`config.mk`:
```
export PLATFORM = sky130hd
export DESIGN_NAME = cpr_out_buf
export DESIGN_NICKNAME = d
export VERILOG_FILES = /design/src/rtl/cpr_pkg.sv /design/src/rtl/cpr_fifo.sv /design/src/rtl/cpr_out_buf.sv
export SDC_FILE = /design/constraint.sdc
export NUM_CORES = 1
export LEC_CHECK = 0
export ABC_AREA = 0
export CORE_MARGIN = 1
export CORE_UTILIZATION = 40
export DETAILED_ROUTE_END_ITERATION = 6
export SKIP_LAST_GASP = 1
export SLEW_MARGIN = 10
export SYNTH_ARGS = -nofsm -noshare
export SYNTH_HDL_FRONTEND = slang
export SYNTH_HIERARCHICAL = 1
export SYNTH_SLANG_ARGS = --single-unit
```
`constraint.sdc`:
```
create_clock -name clk -period 8.1 [get_ports clk]
set_input_delay 1.215 -clock clk [delete_from_list [all_inputs] [get_ports clk]]
set_output_delay 1.215 -clock clk [all_outputs]
set_load 0.1 [all_outputs]
```
`src/rtl/cpr_pkg.sv`:
```
// Shared definitions for the CPR output stage: stream FSM encoding and the
// width of the absolute s coordinate derived from the parent start index.
package cpr_pkg;

  // Stream life cycle of the output buffer.
  typedef enum logic [1:0] {
    ST_IDLE  = 2'd0,
    ST_RUN   = 2'd1,
    ST_DRAIN = 2'd2,
    ST_DONE  = 2'd3
  } cpr_state_e;

  // Absolute coordinate is the parent start index scaled by the local
  // coordinate range, so it needs the sum of both widths.
  function automatic int sabs_width(input int fdssi_w, input int s_w);
    return fdssi_w + s_w;
  endfunction

endpackage

```
`src/rtl/cpr_fifo.sv`:
```
// Synchronous FIFO with a registered head entry. The head register is loaded
// one cycle after a write into an empty FIFO, and otherwise tracks the slot
// the read pointer moves to, so data_o never changes while nothing is popped.
module cpr_fifo #(
  parameter int WIDTH = 8,
  parameter int DEPTH = 4
) (
  input  logic                       clk,
  input  logic                       rst_n,
  input  logic                       push_i,
  input  logic [WIDTH-1:0]           data_i,
  input  logic                       pop_i,
  output logic                       full_o,
  output logic                       valid_o,
  output logic [WIDTH-1:0]           data_o,
  output logic [$clog2(DEPTH+1)-1:0] level_o
);

  localparam int AW = $clog2(DEPTH);
  localparam int LW = $clog2(DEPTH+1);

  logic [WIDTH-1:0] mem_q [DEPTH];
  logic [AW-1:0]    wptr_q, wptr_d;
  logic [AW-1:0]    rptr_q, rptr_d;
  logic [LW-1:0]    level_q, level_d;
  logic [WIDTH-1:0] head_q, head_d;
  logic             valid_q, valid_d;
  logic             do_push, do_pop;

  // A full FIFO refuses writes even if the head is popped the same cycle.
  assign full_o  = (level_q == LW'(DEPTH));
  assign do_push = push_i && !full_o;
  assign do_pop  = pop_i && valid_q;

  assign valid_o = valid_q;
  assign data_o  = head_q;
  assign level_o = level_q;

  // Next pointers, occupancy and head entry.
  always_comb begin
    wptr_d  = do_push ? wptr_q + 1'b1 : wptr_q;
    rptr_d  = do_pop  ? rptr_q + 1'b1 : rptr_q;
    level_d = level_q;
    if (do_push && !do_pop) begin
      level_d = level_q + 1'b1;
    end else if (!do_push && do_pop) begin
      level_d = level_q - 1'b1;
    end
    valid_d = (level_d != '0);
    head_d  = head_q;
    if (valid_d) begin
      // The slot being written this cycle becomes the head only when it is
      // exactly where the read pointer lands; bypass the array for it.
      if (do_push && (wptr_q == rptr_d)) begin
        head_d = data_i;
      end else begin
        head_d = mem_q[rptr_d];
      end
    end
  end

  // Storage array, written at the tail; no reset so it maps onto RAM.
  always_ff @(posedge clk) begin
    if (do_push) begin
      mem_q[wptr_q] <= data_i;
    end
  end

  // Control and head registers.
  always_ff @(posedge clk) begin
    if (!rst_n) begin
      wptr_q  <= '0;
      rptr_q  <= '0;
      level_q <= '0;
      head_q  <= '0;
      valid_q <= 1'b0;
    end else begin
      wptr_q  <= wptr_d;
      rptr_q  <= rptr_d;
      level_q <= level_d;
      head_q  <= head_d;
      valid_q <= valid_d;
    end
  end

endmodule

```
`src/rtl/cpr_out_buf.sv`:
```
// Output buffer behind the CPR comparator: queues winners with their absolute
// coordinate, tracks the stream life cycle, flags out-of-order input and
// counts accepted entries.
module cpr_out_buf
  import cpr_pkg::*;
#(
  parameter int FDSSI_W = 12,
  parameter int SSI_W   = 8,
  parameter int S_W     = 2,
  parameter int FDSTI_W = 28,
  parameter int DEPTH   = 4,
  parameter int CNT_W   = 16
) (
  input  logic                                clk,
  input  logic                                rst_n,
  input  logic                                valid_i,
  input  logic                                wt_i,
  input  logic [FDSSI_W-1:0]                  FDSSI_i,
  input  logic [SSI_W-1:0]                    SSI_i,
  input  logic [S_W-1:0]                      s_i,
  input  logic [FDSTI_W-1:0]                  FDSTI_i,
  output logic                                ready_o,
  output logic                                valid_o,
  input  logic                                ready_i,
  output logic [FDSSI_W-1:0]                  FDSSI_o,
  output logic [SSI_W-1:0]                    SSI_o,
  output logic [S_W-1:0]                      s_o,
  output logic [FDSTI_W-1:0]                  FDSTI_o,
  output logic [sabs_width(FDSSI_W, S_W)-1:0] s_abs_o,
  output logic                                done_o,
  output logic                                order_err_o,
  output logic [CNT_W-1:0]                    count_o
);

  localparam int SABS_W = sabs_width(FDSSI_W, S_W);
  localparam int ENT_W  = FDSSI_W + SSI_W + S_W + FDSTI_W + SABS_W;
  localparam int LW     = $clog2(DEPTH+1);

  cpr_state_e        state_q, state_d;
  logic [SABS_W-1:0] s_abs;
  logic [SABS_W-1:0] prev_q, prev_d;
  logic              have_prev_q, have_prev_d;
  logic              err_q, err_d;
  logic [CNT_W-1:0]  count_q, count_d;
  logic              restart;
  logic              accept;
  logic              pop;
  logic              fifo_full;
  logic              fifo_valid;
  logic [LW-1:0]     fifo_level;
  logic [ENT_W-1:0]  fifo_din;
  logic [ENT_W-1:0]  fifo_dout;

  // Modulo arithmetic: operands are cast to the result width before summing.
  assign s_abs = (SABS_W'(FDSSI_i) << S_W) + SABS_W'(SSI_i) + SABS_W'(s_i);

  assign accept   = valid_i && ready_o;
  assign pop      = fifo_valid && ready_i;
  assign fifo_din = {FDSSI_i, SSI_i, s_i, FDSTI_i, s_abs};

  cpr_fifo #(
    .WIDTH (ENT_W),
    .DEPTH (DEPTH)
  ) u_fifo (
    .clk     (clk),
    .rst_n   (rst_n),
    .push_i  (accept),
    .data_i  (fifo_din),
    .pop_i   (ready_i),
    .full_o  (fifo_full),
    .valid_o (fifo_valid),
    .data_o  (fifo_dout),
    .level_o (fifo_level)
  );

  assign valid_o = fifo_valid;
  assign {FDSSI_o, SSI_o, s_o, FDSTI_o, s_abs_o} = fifo_dout;
  assign done_o      = (state_q == ST_DONE);
  assign order_err_o = err_q;
  assign count_o     = count_q;

  // Stream FSM: next state, upstream ready and restart detection.
  always_comb begin
    state_d = state_q;
    ready_o = 1'b0;
    restart = 1'b0;
    case (state_q)
      ST_IDLE: begin
        ready_o = !fifo_full;
        if (valid_i && !fifo_full) begin
          state_d = ST_RUN;
        end
      end
      ST_RUN: begin
        ready_o = !fifo_full;
        if (!valid_i && !wt_i) begin
          state_d = ST_DRAIN;
        end
      end
      ST_DRAIN: begin
        // Done as soon as the last entry leaves, counting a pop this cycle.
        if ((fifo_level == '0) || ((fifo_level == LW'(1)) && pop)) begin
          state_d = ST_DONE;
        end
      end
      ST_DONE: begin
        // FIFO is empty here, so a new winner is always accepted.
        ready_o = valid_i;
        if (valid_i) begin
          state_d = ST_RUN;
          restart = 1'b1;
        end
      end
      default: state_d = ST_IDLE;
    endcase
  end

  // Order check and saturating accept counter; a restart opens a new stream.
  always_comb begin
    count_d     = count_q;
    err_d       = err_q;
    prev_d      = prev_q;
    have_prev_d = have_prev_q;
    if (restart) begin
      count_d     = '0;
      err_d       = 1'b0;
      have_prev_d = 1'b0;
    end
    if (accept) begin
      if (have_prev_d && (s_abs < prev_q)) begin
        err_d = 1'b1;
      end
      prev_d      = s_abs;
      have_prev_d = 1'b1;
      if (count_d != '1) begin
        count_d = count_d + 1'b1;
      end
    end
  end

  // State, order-check and counter registers.
  always_ff @(posedge clk) begin
    if (!rst_n) begin
      state_q     <= ST_IDLE;
      prev_q      <= '0;
      have_prev_q <= 1'b0;
      err_q       <= 1'b0;
      count_q     <= '0;
    end else begin
      state_q     <= state_d;
      prev_q      <= prev_d;
      have_prev_q <= have_prev_d;
      err_q       <= err_d;
      count_q     <= count_d;
    end
  end

endmodule

```
# --- Word level (Yosys, flattened, before mapping) ---
# Memories as Yosys holds them, arrays and structs flattened. A register that Yosys moved wholly into a read port is not among the register bits.
# Index checks and enable logic that the tools add are counted.
word_totals:
  out_inout_bits: 84
  wordCells: 70
  reg_bits: 42
  in_bits: 55
  memories: 1
  ram_bits: 256
op_classes:
  n_mux: 21
  reduce_logical: 21
  n_eq_ne: 10
  order_cmp: 1
  add_sub_neg: 7
memory_table:
  columns: ["memory", "depth", "word_bits", "read_ports", "rd_clocked_by_memory_dff", "wr", "line_no", "rtl"]
  rows:
  - ["u_fifo.mem_q", 4, 64, 1, 1, 1, "cpr_fifo.sv:22", "logic [WIDTH-1:0] mem_q [DEPTH];"]
op_table:
  columns: ["op", "count"]
  rows:
  - ["$mux W16", 3]
  - ["$add A16 B1 Y16 const B", 1]
  - ["$ne A16 B16 Y1 const B", 1]
  - ["$add A14 B2 Y14", 1]
  - ["$add A14 B8 Y14", 1]
  - ["$lt A14 B14 Y1", 1]
  - ["$mux W2", 5]
  - ["$logic_and A1 B1 Y1", 9]
  - ["$mux W1", 9]
  - ["$ne A2 B2 Y1 const B", 4]
  - ["$pmux W2 S4", 1]
  - ["$logic_not A1 Y1", 6]
  - ["$mux W3", 2]
  - ["$add A2 B1 Y2 const B", 2]
  - ["$eq A2 B2 Y1 const B", 2]
  - ["$reduce_and A4 Y1", 1]
  - ["$add A3 B1 Y3 const B", 1]
  - ["$eq A3 B1 Y1 const B", 1]
  - ["$eq A3 B3 Y1 const B", 1]
  - ["$logic_not A3 Y1", 1]
  - ["$reduce_bool A3 Y1", 1]
  - ["$sub A3 B1 Y3 const B", 1]
  - ["$eq A2 B1 Y1 const B", 1]
  - ["$logic_not A2 Y1", 1]
  - ["3 further kinds", 3]

# --- Logic depth before layout (Yosys ltp) ---
# Gate-level depths: netlist of the first run.
depth:
  word_depth: 10
  depth_mapped: 15
  depth_no_buf: 12

# --- Hierarchy ---
# The synthesis of the first run kept the hierarchy.
by_module_without_submodules:
  columns: ["module", "cells_each", "area_each_um2", "n_inst", "seq_area_each_um2"]
  rows:
  - ["cpr_fifo", 1088, 15376.0, 1, 9128.8]
  - ["cpr_out_buf", 316, 2620.0, 1, 680.7]

# --- Worst setup path after synthesis of the first run ---
# OpenSTA, ideal clock, no wires.
synth_path:
  kind: "reg-to-reg"
  startpoint: "reg state_q[1]"
  endpoint: "mem u_fifo/mem_q[0][0] in the netlist's numbering (enable)"
  path_stages_with_launch: 9
  required_ns: 7.671
  n_path_buf: 2
  setup_ns: 0.429
  synth_period_minus_slack_ns: 4.642
  t_arrival_ns: 4.213
  setup_slack_ns: 3.458
  path_cell_list: "dfxtp_1 ha_1 inv_1 a211o_2 clkinv_1 buf_2 a21boi_2 clkbuf_1 and2_1"
synth_between:
  word_cells_on_any_way: 9
  cone_classes: "eq/ne: 2; mux: 3; reduce/logical: 4"
synth_lines:
  columns: ["element", "line_no", "rtl"]
  rows:
  - ["from (decl)", "cpr_out_buf.sv:39", "cpr_state_e state_q, state_d;"]
  - ["from (signal assigned)", "cpr_out_buf.sv:150", "state_q <= state_d;"]
  - ["$eq A2 B2 Y1", null, null]
  - ["net done_o", "cpr_out_buf.sv:30", "output logic done_o,"]
  - ["$pmux W1 S2", "cpr_out_buf.sv:87", "case (state_q)"]
  - ["$logic_and A1 B1 Y1", "cpr_out_buf.sv:57", "assign accept = valid_i && ready_o;"]
  - ["net accept", "cpr_out_buf.sv:46", "logic accept;"]
  - ["$logic_and A1 B1 Y1", "cpr_fifo.sv:32", "assign do_push = push_i && !full_o;"]
  - ["$mux W1", "cpr_fifo.sv:64", "if (do_push) begin"]
  - ["$mux W1 (not written as such)", "cpr_fifo.sv:65", "mem_q[wptr_q] <= data_i;"]
  - ["to (decl)", "cpr_fifo.sv:22", null]
# The timed path passes the listed nets, and every way through them passes these cells.

# --- Worst setup path in the final report of the first run ---
layout_path:
  startpoint: "in valid_i"
  endpoint: "reg u_fifo.head_q[45] (netlist: u_fifo/data_o[45]), read port of u_fifo.mem_q"
layout_between:
  elab_chain_cells: 8
  word_cells_on_any_way: 9
  cone_classes: "mux: 3; reduce/logical: 6"
layout_lines:
  columns: ["element", "line_no", "rtl"]
  rows:
  - ["from (decl)", "cpr_out_buf.sv:16", "input logic valid_i,"]
  - ["$pmux W1 S2", "cpr_out_buf.sv:87", null]
  - ["$logic_and A1 B1 Y1 (*)", "cpr_out_buf.sv:57", null]
  - ["$logic_and A1 B1 Y1 (*)", "cpr_fifo.sv:32", null]
  - ["$logic_not A1 Y1", "cpr_fifo.sv:46", "end else if (!do_push && do_pop) begin"]
  - ["$logic_and A1 B1 Y1", "cpr_fifo.sv:46", null]
  - ["$mux W3", "cpr_fifo.sv:46", null]
  - ["$mux W3 (*)", "cpr_fifo.sv:44", "if (do_push && !do_pop) begin"]
  - ["$reduce_bool A3 Y1 (*)", "cpr_fifo.sv:49", "valid_d = (level_d != '0);"]
  - ["to (decl)", "cpr_fifo.sv:26", "logic [WIDTH-1:0] head_q, head_d;"]
# Mark *: on every way between the ends. The rest lies on a longest branch, timed or not.
# A chain may end at the register's enable or synchronous reset.

==> flow_summary_export.csv, run 1 <==
group,metric,value,unit
clocking,post_cts_resized,0,
global_route,grt_max_degree,101,
timing,rsz0062_at_grt,"false",
routing,vias_per_cell,5.828,
synthesis,async_reset_ff_frac,0,
routing,post-route-drc-count,0,
timing,worst_pin_slew,1.119,ns
clocking,clockBufferDepth,3,
cells_and_area,nets,1561,
timing,setup_tns,0,ns
synthesis,syn_nets,1495,
timing,relSlewSlack,0.2542,
placement,place.gp.congestion,0.8020,
cells_and_area,fin_util,0.4752,
flow_run,cap_violations,0,
synthesis,yosysSeqAreaShare,0.5451,
pwr,p_int,4699,uW
synthesis,synth_cells,1404,
routing,num_vias,12215,
clocking,cts_tree,"done",
floorplan,io-pin-count,139,
synthesis,yosysWarnings,6,
timing,fin_crit_sh,0.6246,
pwr,swShare,0.4135,
critical_path,critPathTopFamily,"compound AO/OA/AOI/OAI gates",
critical_path,critPathKind,"in2reg",
routing,drtIter0Drc,773,
timing,clock_skew,0.008230,ns
floorplan,rows,77,
clocking,clk-insertion-delay-late,0.55,ns
critical_path,path_max_fanout,46,
global_route,grt-ovfl-total,0,
cells_and_area,final_layout_size_suffix_gt1_frac,0.1178,
clocking,clkSinkCount,362,
synthesis,synth_top_flop_cell,"edfxtp_1",
pwr,power.density,380.5,nW/um2
floorplan,initial_core_util,0.4061,
critical_path,arrival,5.50,ns
pwr,seq_power_share,0.339,
critical_path,endpoint_kind,"flop",
global_route,grt_first_pass_wirelength,69.06,mm
critical_path,worst_path_max_delay_cell,"a31oi_4",
floorplan,die_y,214.1,um
pwr,p_clk_frac,0.243,
synthesis,syn_area,18000,um2
placement,port-buffer-count,138,
timing,fin_crit,5.060,ns
run_status,outcome,"finished, final reports clean",
clocking,clkTransAtPathRegs,0.05,ns
clocking,clock-root-buffer,"clkbuf_16",
clocking,cts_made_buffers,41,
timing,hold_slack,0.4547,ns
routing,final_antenna_net_count,0,
timing,finalHoldViolations,0,
floorplan,coreArea,44320,um2
critical_path,crit_buf_inv,5,
global_route,groute.usage.overall,0.1896,
routing,wl_per_cell,21.26,um
clocking,cts_hold_buf,0,
pwr,power_leakage,0.006880,uW
timing,max_freq,197.6,MHz
routing,first_pass_iters,5,
pwr,p_sw,3313,uW
min_path,hold_path_class,"reg2reg",
pwr,ir_worst_vdd,235.1,uV
floorplan,die_w,214.1,um
global_route,antenna_found_initial,1,
critical_path,critPathLaunchType,"primary input",
pwr,comb_power_share,0.419,
synthesis,avgSynthCellArea,12.82,um2
critical_path,slowest_delay,0.87,ns
synthesis,synth_edf_count,256,
critical_path,path_cells,"clkdlybuf4s50_1, inv_1, a211o_2, clkinv_1, a21boi_2, xnor2_1, nand3_1, a31oi_4, buf_12, inv_2, a32o_1",
clocking,htreeDepth,2,
cells_and_area,syn2layout_area_growth,17.02,%
synthesis,ys_types,82,
floorplan,dieArea,45840,um2
placement,dpl.hpwl,25.42,mm
critical_path,worstPathRequired,8.54,ns
global_route,grt_pass1_vias,12109,
routing,wl,44.55,mm
timing,slew_viol_final,0,
timing,final-setup-viol-count,0,
clocking,post-cts-setup-buffers,0,
synthesis,synth_seq_cells,362,
[synthesized netlist by cell type, types with 12 or more instances]
library cell,count,area [um2]
edfxtp_1,256,7687
mux2i_1,131,1311
dfxtp_1,106,2122
inv_1,91,341.6
clkbuf_1,78,292.8
a211oi_1,72,540.5
a311o_1,65,650.6
nand4b_1,65,569.3
a22oi_1,63,473.0
o311ai_0,61,534.3
o2bb2ai_2,60,900.9
nand2_1,39,146.4
ha_1,35,437.9
nor2_1,26,97.59
a21oi_1,25,125.1
buf_1,21,78.83
xnor2_1,20,175.2
nand3_1,16,80.08
o21ai_0,14,70.07
and2_1,13,81.33
buf_2,12,60.06
buf_4,12,90.09
[state kept, by name, summed over array words and instances (netlist names)]
signal	flops
count_o	16
have_prev_q	1
order_err_o	1
prev_q	14
state_q	2
u_fifo/data_o	64
u_fifo/level_o	3
u_fifo/mem_q	256
u_fifo/rptr_q	2
u_fifo/valid_o	1
u_fifo/wptr_q	2
[metrics by stage]
step / setup WS (ns) / cell area, um2 / total power, uW / instances
floorplan: 3.458 / 18000 / 5357 / 1404
global placement: 2.568 / 19630 / 6036 / 2019
detailed placement: 2.424 / 19630 / 6101 / 2019
CTS: 3.008 / 21060 / 8074 / 2095
global route: 2.758 / 21060 / 8388 / 2096
finish: 3.040 / 21060 / 8013 / 2096
[layer usage]
layer / up-vias / track usage / wire length (um)
met5: - / 0 / 0
met4: 0 / 0.07048 / 1073
met3: 62 / 0.03191 / 2237
met2: 325 / 0.3085 / 20860
met1: 6085 / 0.2536 / 20380
li1: 5743 / - / -
[area by class of cell]
type | instances | area (um2)
inverters | 94 | 352.8
diodes | 1 | 2.502
fillers | 3945 | 23260
clock buffers | 54 | 1157
repair buffers | 155 | 1519
flip-flops and latches | 362 | 9821
multi-input cells | 816 | 7196
clock inverters | 22 | 270.3
well taps | 592 | 740.7
[worst register-to-register path: cells and delay by family, from the launching register on]
kind                       cells  cell delay [ns]
AOI/OAI and AO/OA              5             2.46
and+or+nand+nor                1             0.21
muxes                          2             0.51
adders and majority gates      1             0.22
DFF                            1             0.43
buffers and inverters          4             0.99
[power groups by stage]
stage | Clock (uW) | Combinational, uW | Sequential [uW]
after floorplan | 0 | 1850 | 3510
after global placement | 0 | 3310 | 2730
after detailed placement | 0 | 3360 | 2740
after global routing | 2070 | 3570 | 2760
final | 1950 | 3350 | 2710
after CTS | 1990 | 3370 | 2710
[worst paths after layout]
path / from / end / slack, ns / cells after the start
setup / recovery: valid_i / u_fifo/data_o[45]$_SDFFE_PN0P_ / 3.04 / 11
hold / removal: have_prev_q$_SDFF_PN0_ / have_prev_q$_SDFF_PN0_ / 0.45 / 2
setup reg to reg: u_fifo/level_o[1]$_SDFF_PN0_ / u_fifo/data_o[45]$_SDFFE_PN0P_ / 3.16 / 13
hold reg to reg: have_prev_q$_SDFF_PN0_ / have_prev_q$_SDFF_PN0_ / 0.45 / 2
[cell usage in the layout (no fill, tap or decap), types with 4 or more instances in the layout]
master | Yosys | routed
nand2_1 | 39 | 39
o2bb2ai_2 | 60 | 60
a21boi_0 | 4 | 4
dfxtp_1 | 106 | 103
and3_1 | 9 | 9
mux2i_1 | 131 | 131
clkbuf_16 | 0 | 43
clkbuf_1 | 78 | 7
ha_1 | 35 | 35
bufinv_16 | 0 | 6
and4_1 | 5 | 5
clkdlybuf4s50_1 | 0 | 137
nand4_1 | 6 | 6
nor2_1 | 26 | 26
a21o_1 | 6 | 6
edfxtp_1 | 256 | 256
a311o_1 | 65 | 65
and2_4 | 1 | 5
inv_1 | 91 | 91
clkinv_2 | 0 | 12
and2_1 | 13 | 9
clkbuf_8 | 0 | 4
nand4b_1 | 65 | 65
nand3_1 | 16 | 16
o21ai_0 | 14 | 14
buf_4 | 12 | 17
o311ai_0 | 61 | 61
a211oi_1 | 72 | 72
a22oi_1 | 63 | 63
xor2_1 | 7 | 7
o2111ai_1 | 4 | 4
xnor2_1 | 20 | 20
a21oi_1 | 25 | 25
[logic make-up (layout without fill, tap and decap cells)]
group | count (synthesis) | in the layout | synth area share
AO/OA/AOI/OAI | 418 | 418 | 0.2134
flip-flops | 362 | 362 | 0.5451
buffers and inverters | 226 | 325 | 0.05715
AND/OR/NAND/NOR | 203 | 203 | 0.07217
multiplexers | 132 | 132 | 0.07363
adder cells (fa/ha/maj) | 36 | 36 | 0.02545
XOR/XNOR | 27 | 27 | 0.01314
other | 0 | 1 | 0
No activity file was read; power rests on OpenSTA's default activity.
==> inputs of run 2 (changes only) <==
==> constraint.sdc (replaced) <==
create_clock -name clk -period 5.21 [get_ports clk]
set_input_delay 0.7815 -clock clk [delete_from_list [all_inputs] [get_ports clk]]
set_output_delay 0.7815 -clock clk [all_outputs]
set_load 0.1 [all_outputs]
==> run 2 against run 1 <==
- global-route usage rose by 0.53 points
- non-clock buffer count rose by 10
- utilization is essentially flat
- largest cell class unchanged
- sequential share of layout area hardly changed
- clock skew grew 0.015 ns
- highest routed layer unchanged
- final cell count is 0.43% higher
- sequential cell count unchanged
- power rose by 54%
- worst hold slack better by 0.0021 ns
- design area is essentially flat
- first-iteration DRC count increased by 8.9%
- critical endpoint is now order_err_o$_SDFF_PN0_
==> flow_summary_export.csv, run 2 (synthesis results as in run 1) <==
group,metric,value,unit
placement,dpl.hpwl,26.19,mm
timing,setup_tns,0,ns
critical_path,endpoint_kind,"flop",
clocking,clkSinkCount,362,
timing,rsz0062_at_grt,"false",
critical_path,arrival,4.59,ns
routing,vias_per_cell,5.872,
cells_and_area,final_cells,2105,
cells_and_area,seqCellArea,9821,um2
clocking,clk-insertion-delay-late,0.56,ns
clocking,post_cts_resized,0,
placement,place.gp.congestion,0.8517,
timing,relSlewSlack,0.2730,
cells_and_area,nets,1572,
critical_path,critPathTopFamily,"compound AO/OA/AOI/OAI gates",
clocking,cts_tree,"done",
cells_and_area,fill_cells,3949,
floorplan,die_y,214.1,um
cells_and_area,regMostFlops,"u_fifo/mem_q",
cells_and_area,syn2layout_area_growth,17.06,%
global_route,antenna_found_initial,0,
routing,num_vias,12361,
critical_path,slowest_delay,0.52,ns
global_route,grt_first_pass_wirelength,70.77,mm
floorplan,io-pin-count,139,
global_route,grt_pass1_vias,12214,
cells_and_area,final_layout_size_suffix_gt1_frac,0.1143,
clocking,clockBufferDepth,3,
floorplan,coreArea,44320,um2
timing,fin_crit,4.131,ns
placement,post-place-cells,2029,
cells_and_area,fin_util,0.4754,
critical_path,critPathKind,"in2reg",
floorplan,dieArea,45840,um2
critical_path,worst_path_max_delay_cell,"clkdlybuf4s50_1",
flow_run,cap_violations,0,
timing,fin_crit_sh,0.7929,
timing,max_freq,242.1,MHz
cells_and_area,n_antenna_cell,0,
routing,first_pass_iters,5,
critical_path,path_cells,"clkdlybuf4s50_1, ha_1, fa_1, a21o_1, and4_1, o21bai_1, nand2_1, xor2_1, ha_1, and4_1, a221o_1, and3_1, o41ai_1",
critical_path,path_max_fanout,6,
cells_and_area,layout_commonest_cell,"edfxtp_1",
routing,final_antenna_net_count,0,
routing,post-route-drc-count,0,
routing,wl,45.27,mm
min_path,hold_path_class,"reg2reg",
pwr,ir_worst_vdd,364.1,uV
clocking,clkTransAtPathRegs,0.06,ns
timing,finalHoldViolations,0,
placement,port-buffer-count,138,
floorplan,rows,77,
cells_and_area,largest_reg_flops,256,
timing,slew_viol_final,0,
global_route,grt_max_degree,194,
critical_path,crit_buf_inv,1,
pwr,power_leakage,0.006865,uW
global_route,grt-ovfl-total,0,
floorplan,die_w,214.1,um
cells_and_area,final_cell_mix,"edfxtp_1 (256), clkdlybuf4s50_1 (137), mux2i_1 (131)",
clocking,clock-root-buffer,"clkbuf_16",
routing,drtIter0Drc,842,
timing,worst_pin_slew,1.087,ns
critical_path,critPathLaunchType,"primary input",
global_route,groute.usage.overall,0.1949,
floorplan,initial_core_util,0.4061,
clocking,post-cts-setup-buffers,0,
clocking,cts_made_buffers,42,
clocking,htreeDepth,2,
routing,wl_per_cell,21.50,um
placement,post-place-ws,0.5259,ns
run_status,outcome,"finished, final reports clean",
critical_path,worstPathRequired,5.67,ns
timing,finalWorstSetupSlack,1.079,ns
timing,final-setup-viol-count,0,
cells_and_area,multi_input_area,7196,um2
timing,clock_skew,0.02334,ns
clocking,cts_hold_buf,0,
pwr,power.density,584.2,nW/um2
## run 2: worst reg2reg max path, cell delays in order (launching register included)
cell and delay (ns):
dfxtp_1 0.42, inv_1 0.11, ha_1 0.21, and2_1 0.21, o21bai_1 0.19, a211o_2 0.61
clkinv_1 0.16, a21boi_2 0.35, inv_2 0.10, a311oi_4 0.28, buf_12 0.40, mux2i_1 0.51
o2bb2ai_2 0.11
## run 2: final cells by class
class                      count  share of cell area
clock buffer                  57             0.05500
clock inverter                19            0.005524
inverter                      94             0.01675
multi-input combinational    816              0.3416
sequential                   362              0.4662
tap                          592             0.03516
timing repair buffer         165             0.07982
## run 2: per-stage QoR
stage / hold slack (ns) / area [um2] / power (uW)
6_report: 0.4568 / 21070 / 12310
5_1_grt: 0.4825 / 21070 / 12900
4_1_cts: 0.4575 / 21070 / 12430
3_5_place_dp: 0.4495 / 19790 / 9633
3_3_place_gp: 0.4427 / 19790 / 9544
2_1_floorplan: 0.4318 / 18000 / 8329
## run 2: path summary, 6_finish.rpt
kind,from,slack (ns),cells after the start,end
worst min register to register,prev_q[3]$_SDFFE_PN0P_,0.46,2,prev_q[3]$_SDFFE_PN0P_
worst max-delay path,SSI_i[0],1.08,13,order_err_o$_SDFF_PN0_
worst max register to register,u_fifo/level_o[1]$_SDFF_PN0_,1.45,12,u_fifo/data_o[8]$_SDFFE_PN0P_
worst min-delay path,prev_q[3]$_SDFFE_PN0P_,0.46,2,prev_q[3]$_SDFFE_PN0P_
## run 2: power breakdown
group	switching (uW)	internal (uW)	total [uW]	leakage (uW)
clock network	1140	1600	2750	0.000626
logic	3640	1720	5360	0.00303
registers	420	3780	4200	0.00321
total	5200	7110	12300	0.00687
## run 2: layer usage
metal	global-route usage	part of all wire
met1	0.2545	0.44
met2	0.3256	0.48
met3	0.04199	0.057
met4	0.05405	0.021
met5	0	0
==> inputs of run 3 (changes only) <==
==> constraint.sdc (replaced) <==
create_clock -name clk -period 3.7 [get_ports clk]
set_input_delay 0.555 -clock clk [delete_from_list [all_inputs] [get_ports clk]]
set_output_delay 0.555 -clock clk [all_outputs]
set_load 0.1 [all_outputs]
==> run 3 against run 2 <==
- register-to-register slack got worse by 1.2 ns
- via count is 2.1% higher
- die area is the same
- sequential power is 39% higher
- critical path type unchanged
- largest cell class unchanged
- largest power group unchanged
==> flow_summary_export.csv, run 3 (synthesis results as in run 1) <==
group,metric,value,unit
run_status,outcome,"finished, final reports clean",
floorplan,io-pin-count,139,
floorplan,die_w,214.1,um
clocking,clkTransAtPathRegs,0.06,ns
critical_path,critPathTopFamily,"compound AO/OA/AOI/OAI gates",
global_route,groute.usage.overall,0.1992,
placement,dpl.hpwl,27.85,mm
routing,wl_per_cell,21.36,um
routing,vias_per_cell,5.816,
timing,clock_skew,0.01839,ns
cells_and_area,largest_reg_flops,256,
routing,first_pass_iters,5,
critical_path,path_common_cell,"a21o_1",
clocking,cts_tree,"done",
critical_path,endpoint,"order_err_o$_SDFF_PN0_",
pwr,power.density,819.9,nW/um2
pwr,ir_worst_vdd,417.3,uV
routing,wl,46.35,mm
floorplan,dieArea,45840,um2
critical_path,critPathLaunchType,"primary input",
timing,worst_pin_slew,1.107,ns
routing,final_antenna_net_count,0,
clocking,clock-root-buffer,"clkbuf_16",
global_route,grt-ovfl-total,0,
clocking,clkSinkCount,362,
cells_and_area,n_antenna_cell,0,
global_route,grt_first_pass_wirelength,71.82,mm
flow_run,cap_violations,0,
pwr,p_sw,7387,uW
cells_and_area,final_cell_mix,"edfxtp_1 (256), clkdlybuf4s50_1 (135), mux2i_1 (131)",
timing,fin_crit,3.481,ns
timing,finalHoldViolations,0,
pwr,swShare,0.4144,
cells_and_area,layout_commonest_cell,"edfxtp_1",
routing,post-route-drc-count,0,
critical_path,worst_path_max_delay_cell,"clkdlybuf4s50_1",
timing,hold_slack,0.4556,ns
pwr,power_leakage,0.007256,uW
critical_path,critPathKind,"in2reg",
cells_and_area,nets,1636,
floorplan,die_y,214.1,um
cells_and_area,stdcell_area,21740,um2
routing,drtIter0Drc,713,
critical_path,r2r-end,"u_fifo/data_o[7]$_SDFFE_PN0P_",
pwr,seq_power_share,0.327,
global_route,grt_max_degree,196,
cells_and_area,final_layout_size_suffix_gt1_frac,0.1603,
placement,place.gp.congestion,0.8714,
critical_path,arrival,3.93,ns
min_path,hold_path_class,"reg2reg",
clocking,cts_hold_buf,0,
clocking,clockBufferDepth,3,
clocking,post-cts-setup-buffers,0,
timing,relSlewSlack,0.2595,
placement,dpl_cell_area,20350,um2
placement,port-buffer-count,138,
clocking,htreeDepth,2,
critical_path,crit_cells,13,
critical_path,worstPathRequired,4.15,ns
critical_path,slowest_delay,0.49,ns
critical_path,r2r_slack,0.28,ns
global_route,grt_pass1_vias,12486,
cells_and_area,syn2layout_area_growth,20.79,%
pwr,p_int,10440,uW
critical_path,path_max_fanout,6,
critical_path,r2r_cells,13,
floorplan,coreArea,44320,um2
timing,max_freq,287.2,MHz
critical_path,endpoint_kind,"flop",
pwr,p_clk_frac,0.231,
critical_path,path_cells,"clkdlybuf4s50_1, ha_1, fa_1, a21o_1, and4_1, or3_1, and2_1, ha_1, a21o_1, a21o_1, a221o_1, and3_1, o41ai_1",
clocking,clk-insertion-delay-late,0.56,ns
critical_path,cp-startpoint,"s_i[0]",
floorplan,initial_core_util,0.4061,
timing,fin_crit_sh,0.9409,
clocking,cts_made_buffers,41,
critical_path,r2r_start,"u_fifo/level_o[1]$_SDFF_PN0_",
clocking,post_cts_resized,0,
global_route,antenna_found_initial,0,
floorplan,rows,77,
pwr,comb_power_share,0.442,
cells_and_area,regMostFlops,"u_fifo/mem_q",
routing,num_vias,12620,
timing,slew_viol_final,0,
critical_path,crit_buf_inv,1,
timing,final-setup-viol-count,0,
timing,rsz0062_at_grt,"true",
==> run 3: how the worst min path moves through the flow <==
stage | start | end | slack (ns) | depth (start not counted)
6_report | prev_q[4]$_SDFFE_PN0P_ | prev_q[4]$_SDFFE_PN0P_ | 0.46 | 2
5_1_grt | prev_q[6]$_SDFFE_PN0P_ | prev_q[6]$_SDFFE_PN0P_ | 0.47 | 2
4_1_cts | prev_q[4]$_SDFFE_PN0P_ | prev_q[4]$_SDFFE_PN0P_ | 0.46 | 2
3_5_place_dp | prev_q[4]$_SDFFE_PN0P_ | prev_q[4]$_SDFFE_PN0P_ | 0.45 | 2
3_3_place_gp | prev_q[0]$_SDFFE_PN0P_ | prev_q[0]$_SDFFE_PN0P_ | 0.44 | 2
2_1_floorplan | prev_q[0]$_SDFFE_PN0P_ | prev_q[0]$_SDFFE_PN0P_ | 0.43 | 2
==> run 3: final cells by class <==
class / count / area (um2)
Timing Repair Buffer: 230 / 2243
Tap cell: 592 / 740.7
Multi-Input combinational cell: 816 / 7201
Clock buffer: 52 / 1150
Clock inverter: 24 / 229.0
Sequential cell: 362 / 9821
Fill cell: 3888 / 22580
Inverter: 94 / 352.8
==> run 3: metrics by stage <==
stage	instances	setup TNS (ns)	setup WS, ns	power, uW	util
global route	2170	-0.005637	-0.005637	18650	0.4905
floorplan	1404	-65.21	-0.2543	11710	-
detailed placement	2094	-0.3319	-0.3319	13810	0.4592
global placement	2094	-0.3163	-0.3163	13680	0.4592
finish	2170	0	0.2186	17820	0.4905
CTS	2170	0	0.1591	17980	0.4903
==> run 3: worst min-delay path, cell delays in order, from the launching register on <==
cell and delay, ns:
dfxtp_1 0.31, nand2_1 0.05, a21oi_1 0.05
==> run 3: metal layers <==
layer	track usage	vias to the layer above	share of wire
li1	-	5898	-
met1	0.2592	6350	0.44
met2	0.3369	306	0.49
met3	0.03106	66	0.045
met4	0.06881	0	0.026
met5	0	-	0
==> run 3: power groups by stage <==
stage | clock network [uW] | logic, uW | registers (uW)
after floorplan | 0 | 4060 | 7660
after global placement | 0 | 7810 | 5870
after detailed placement | 0 | 7910 | 5900
after CTS | 4220 | 7940 | 5830
after global routing | 4370 | 8350 | 5930
final | 4120 | 7880 | 5820
==> edit 1: new RTL, config.mk and constraints of run 3 <==
Re-encode `cpr_state_e` (4 states) as one-hot, 4 bits wide.
--- a/src/rtl/cpr_pkg.sv
+++ b/src/rtl/cpr_pkg.sv
@@ -3,11 +3,11 @@
 package cpr_pkg;
 
   // Stream life cycle of the output buffer.
-  typedef enum logic [1:0] {
-    ST_IDLE  = 2'd0,
-    ST_RUN   = 2'd1,
-    ST_DRAIN = 2'd2,
-    ST_DONE  = 2'd3
+  typedef enum logic [3:0] {
+    ST_IDLE  = 4'b0001,
+    ST_RUN   = 4'b0010,
+    ST_DRAIN = 4'b0100,
+    ST_DONE  = 4'b1000
   } cpr_state_e;
 
   // Absolute coordinate is the parent start index scaled by the local
Formal check against the unedited RTL: no difference found for any inputs over 4 cycles, from zero or initial values and one cycle with rst_n low; so few cycles prove little.
==> edit 1 against run 3 <==
- sequential share of layout area increased by 0.63 points
- worst setup slack improved by 200 ps
- count of clock-buffer cells in the layout increased by 9
- design area decreased by 0.97%
- sequential power decreased by 5.0%
- critical endpoint is now u_fifo/data_o[45]
- largest power group unchanged
- maximum frequency increased by 6.1%
- sequential cell count increased by 2
- critical path type is now reg2reg
- routed wire length decreased by 1.1%
- total power decreased by 6.0%
- via count increased by 0.13%
- synthesized area about the same
- global-route usage increased by 0.074 points
==> edit 1: results (changes against run 3) <==
[run_status]
status=finished, final reports clean  ; unchanged

[critical_path]
crit_slowest_cell=a21boi_2  ; was clkdlybuf4s50_1
cp-startpoint=u_fifo/level_o[0]  ; was s_i[0]
crit_family=compound AO/OA/AOI/OAI gates  ; unchanged
cp_slowest_stage_delay_ps=390  ; was 490 ps
crit_path_max_fanout=40  ; was 6
cp.arrival_ps=3720  ; was 3930 ps

[route]
vias=12636  ; was 12620
routed_wl_um=45840  ; was 46350 um
first_pass_iters=5  ; unchanged
drt_iter0_markers=768  ; was 713

[grt]
grt_pass1_wl_um=72310  ; was 71820 um
grtUsageTotal=0.2000  ; was 0.1992
antenna_found_initial=1  ; was 0

[synthesis]
ys_seq_area_frac=0.5477  ; was 0.5451
ys_types=75  ; was 82
synth_edf_count=256  ; unchanged
synth_area_leaders=edfxtp_1, dfxtp_1, mux2i_1, o2bb2ai_2, a311o_1  ; unchanged
synth_common_cells=edfxtp_1, mux2i_1, dfxtp_1  ; unchanged
syn-num-nets=1501  ; was 1495

[timing]
fin_worst_skew_ps=17.81  ; was 18.39 ps
slew_headroom=0.1608  ; was 0.2595

[place]
place_congestion=0.8214  ; was 0.8714
place_ws_ps=114.5  ; was -331.9 ps
io_buffers=138  ; unchanged
hpwl_um=26900  ; was 27850 um

[finish]
largest_register=u_fifo/mem_q  ; unchanged
nFillCells=3915  ; was 3888
drive_gt1_frac=0.1397  ; was 0.1603
fin_nets=1613  ; was 1636
largest_reg_flops=256  ; unchanged

[pwr]
peakVddDrop_uv=482.7  ; was 417.3 uV
p_leak_nw=7.040  ; was 7.256 nW

[cts]
numCtsBuffers=40  ; was 41
htreeDepth=2  ; unchanged
root_buffer=clkbuf_16  ; unchanged
cts_buffer_depth=3  ; unchanged
postCtsSetupBuffers=0  ; unchanged
path_clk_slew_ps=60  ; about the same
clkLatencyLatePin_ps=560  ; about the same

[hold_path]
worstHoldStart=prev_q[5]  ; was prev_q[4]

==> edit 1: changes by cell type after synthesis, sizes merged, moves of 5 or more <==
cell,change
o21ai,+7
nand2b,+5
a21oi,+6
nand2,+5
o21ba,+6
ha,-6
==> edit 1: worst register-to-register path, delay by kind of cell (launching register included) <==
| kind | cells | cell delay (ps) |
|---|---|---|
| flops | 1 | 380 |
| buf+inv | 4 | 650 |
| fa+ha+maj | 1 | 230 |
| compound gates | 4 | 1070 |
| simple gates | 4 | 830 |
==> edit 1: metrics by stage <==
step                cell area (um^2)  instances    util
detailed placement             20160       2078  0.4549
global placement               20160       2078  0.4549
finish                         21530       2152  0.4857
floorplan                      17990       1416       -
CTS                            21530       2152  0.4857
global route                   21530       2152  0.4857
==> edit 1: path summary, 6_finish.rpt <==
check,endpoint,slack [ps],cells after the start
worst max-delay path,u_fifo/data_o[45],420,13
worst min-delay path,prev_q[5],470,2
worst max register to register,u_fifo/data_o[45],420,13
worst min register to register,prev_q[5],470,2
==> edit 1: kinds of logic after synthesis <==
group / count (synthesis) / synth area share
multiplexers: 134 / 0.07479
buffers and inverters: 223 / 0.05691
adder cells (fa/ha/maj): 30 / 0.02129
flip-flops: 364 / 0.5477
AND/OR/NAND/NOR: 217 / 0.07632
AO/OA/AOI/OAI: 427 / 0.2128
XOR/XNOR: 21 / 0.01023
==> edit 1: routing by layer <==
layer | GRT usage | up-vias | part of all wire
met1 | 0.2681 | 6390 | 0.46
met2 | 0.3289 | 295 | 0.47
li1 | - | 5888 | -
met4 | 0.05683 | 0 | 0.021
met5 | 0 | - | 0
met3 | 0.03816 | 63 | 0.049
==> edit 1: area by class of cell <==
| class | count | area [um^2] | area share |
|---|---|---|---|
| tap | 592 | 740.7 | 0.03441 |
| sequential | 364 | 9861 | 0.4581 |
| clock buffer | 61 | 1214 | 0.05638 |
| inverter | 90 | 337.8 | 0.01569 |
| clock inverter | 13 | 152.6 | 0.007091 |
| timing repair buffer | 203 | 2072 | 0.09625 |
| multi-input combinational | 829 | 7149 | 0.3321 |
==> edit 1: power breakdown <==
group	internal (mW)	leakage (nW)	switching (mW)
Sequential	5.13	3.22	0.401
Combinational	2.27	3.15	4.87
Clock	2.48	0.663	1.61
Total	9.87	7.04	6.89
==> edit 2: new RTL, settings of run 3 <==
Made on the original files. Set the parameter `FDSSI_W` to 18 (it was 12).
--- a/src/rtl/cpr_out_buf.sv
+++ b/src/rtl/cpr_out_buf.sv
@@ -4,7 +4,7 @@
 module cpr_out_buf
   import cpr_pkg::*;
 #(
-  parameter int FDSSI_W = 12,
+  parameter int FDSSI_W = 18,
   parameter int SSI_W   = 8,
   parameter int S_W     = 2,
   parameter int FDSTI_W = 28,
Ports: changed (resized FDSSI_i, FDSSI_o and s_abs_o); port bits go from 139 to 157. The function was not compared with the original's and may differ.
==> edit 2 against run 3 <==
- the flow now finishes with violations (DRC)
- total power grew 13%
- maximum frequency shrank 2.5%
- synthesized area grew 15%
- final cell count grew 19%
- design area grew 17%
- count of clock-buffer cells in the layout grew 24
- sequential cell count grew 66
- routed wire length grew 19%
- critical path depth grew 1
- utilization grew 0.33 points
- first-iteration DRC count grew 49%
- worst setup slack lost 88 ps
- critical endpoint unchanged
==> edit 2: results (changes against run 3) <==
[route]
dr_wl_met2_um=26560  ; was 22510 um
drc=2  ; was 0
drt-met1-wl_um=24380  ; was 20550 um
highest_layer=met5  ; was met4
first_pass_iters=7  ; was 5

[finish]
nFillCells=4510  ; was 3888
clock_buffers=76  ; was 52
seq-cell-share=0.4588  ; was 0.4518
n_sequential_cell=428  ; was 362
inv_count=120  ; was 94

[grt]
grt_use_met1=0.2699  ; was 0.2592
grt_pass1_wl_um=85880  ; was 71820 um
grt_pass1_vias=15158  ; was 12486

[timing]
fin_worst_skew_ps=19.87  ; was 18.39 ps
slew_headroom=0.2945  ; was 0.2595

[pwr]
peakVddDrop_uv=442.4  ; was 417.3 uV
p_leak_nw=8.430  ; was 7.256 nW

[synthesis]
synth_common_cells=edfxtp_1, mux2i_1, dfxtp_1  ; unchanged
synth_edf_count=304  ; was 256

[critical_path]
r2r_end=u_fifo/data_o[9]  ; was u_fifo/data_o[7]
reg2reg_slack_ps=470  ; was 280 ps

[run_status]
violations=DRC
status=finished, violations left  ; was finished, final reports clean

[place]
place_congestion=0.8653  ; was 0.8714

[hold_path]
worstHoldStart=SSI_i[1]  ; was prev_q[4]

## edit 2: repair_timing
item / CTS / global route
buffers inserted: 0 / 1
endpoints found under the setup margin: 1 / 1
pin swaps: 0 / 2
resized for setup: 5 / 10
## edit 2: per-stage QoR
stage / cell area, um^2 / setup slack [ps] / util / std cells
global placement: 23760 / -769.5 / 0.4631 / 2498
detailed placement: 23760 / -799.3 / 0.4631 / 2498
finish: 25330 / 130.9 / 0.4938 / 2586
CTS: 25270 / 10.15 / 0.4926 / 2585
floorplan: 20760 / -209.4 / - / 1682
global route: 25330 / 1.844 / 0.4938 / 2586
## edit 2: cell families after synthesis
logic type | after synthesis | share of synthesized area
compound gates | 512 | 0.2009
flops | 428 | 0.5594
buf+inv | 279 | 0.05431
simple gates | 249 | 0.07782
mux | 155 | 0.07475
fa+ha+maj | 42 | 0.02568
xor+xnor | 17 | 0.007173
## edit 2: power breakdown
group          switching (mW)  internal (mW)
clock                    1.86           2.68
sequential              0.534           6.30
combinational            5.96           2.89
total                    8.35           11.9
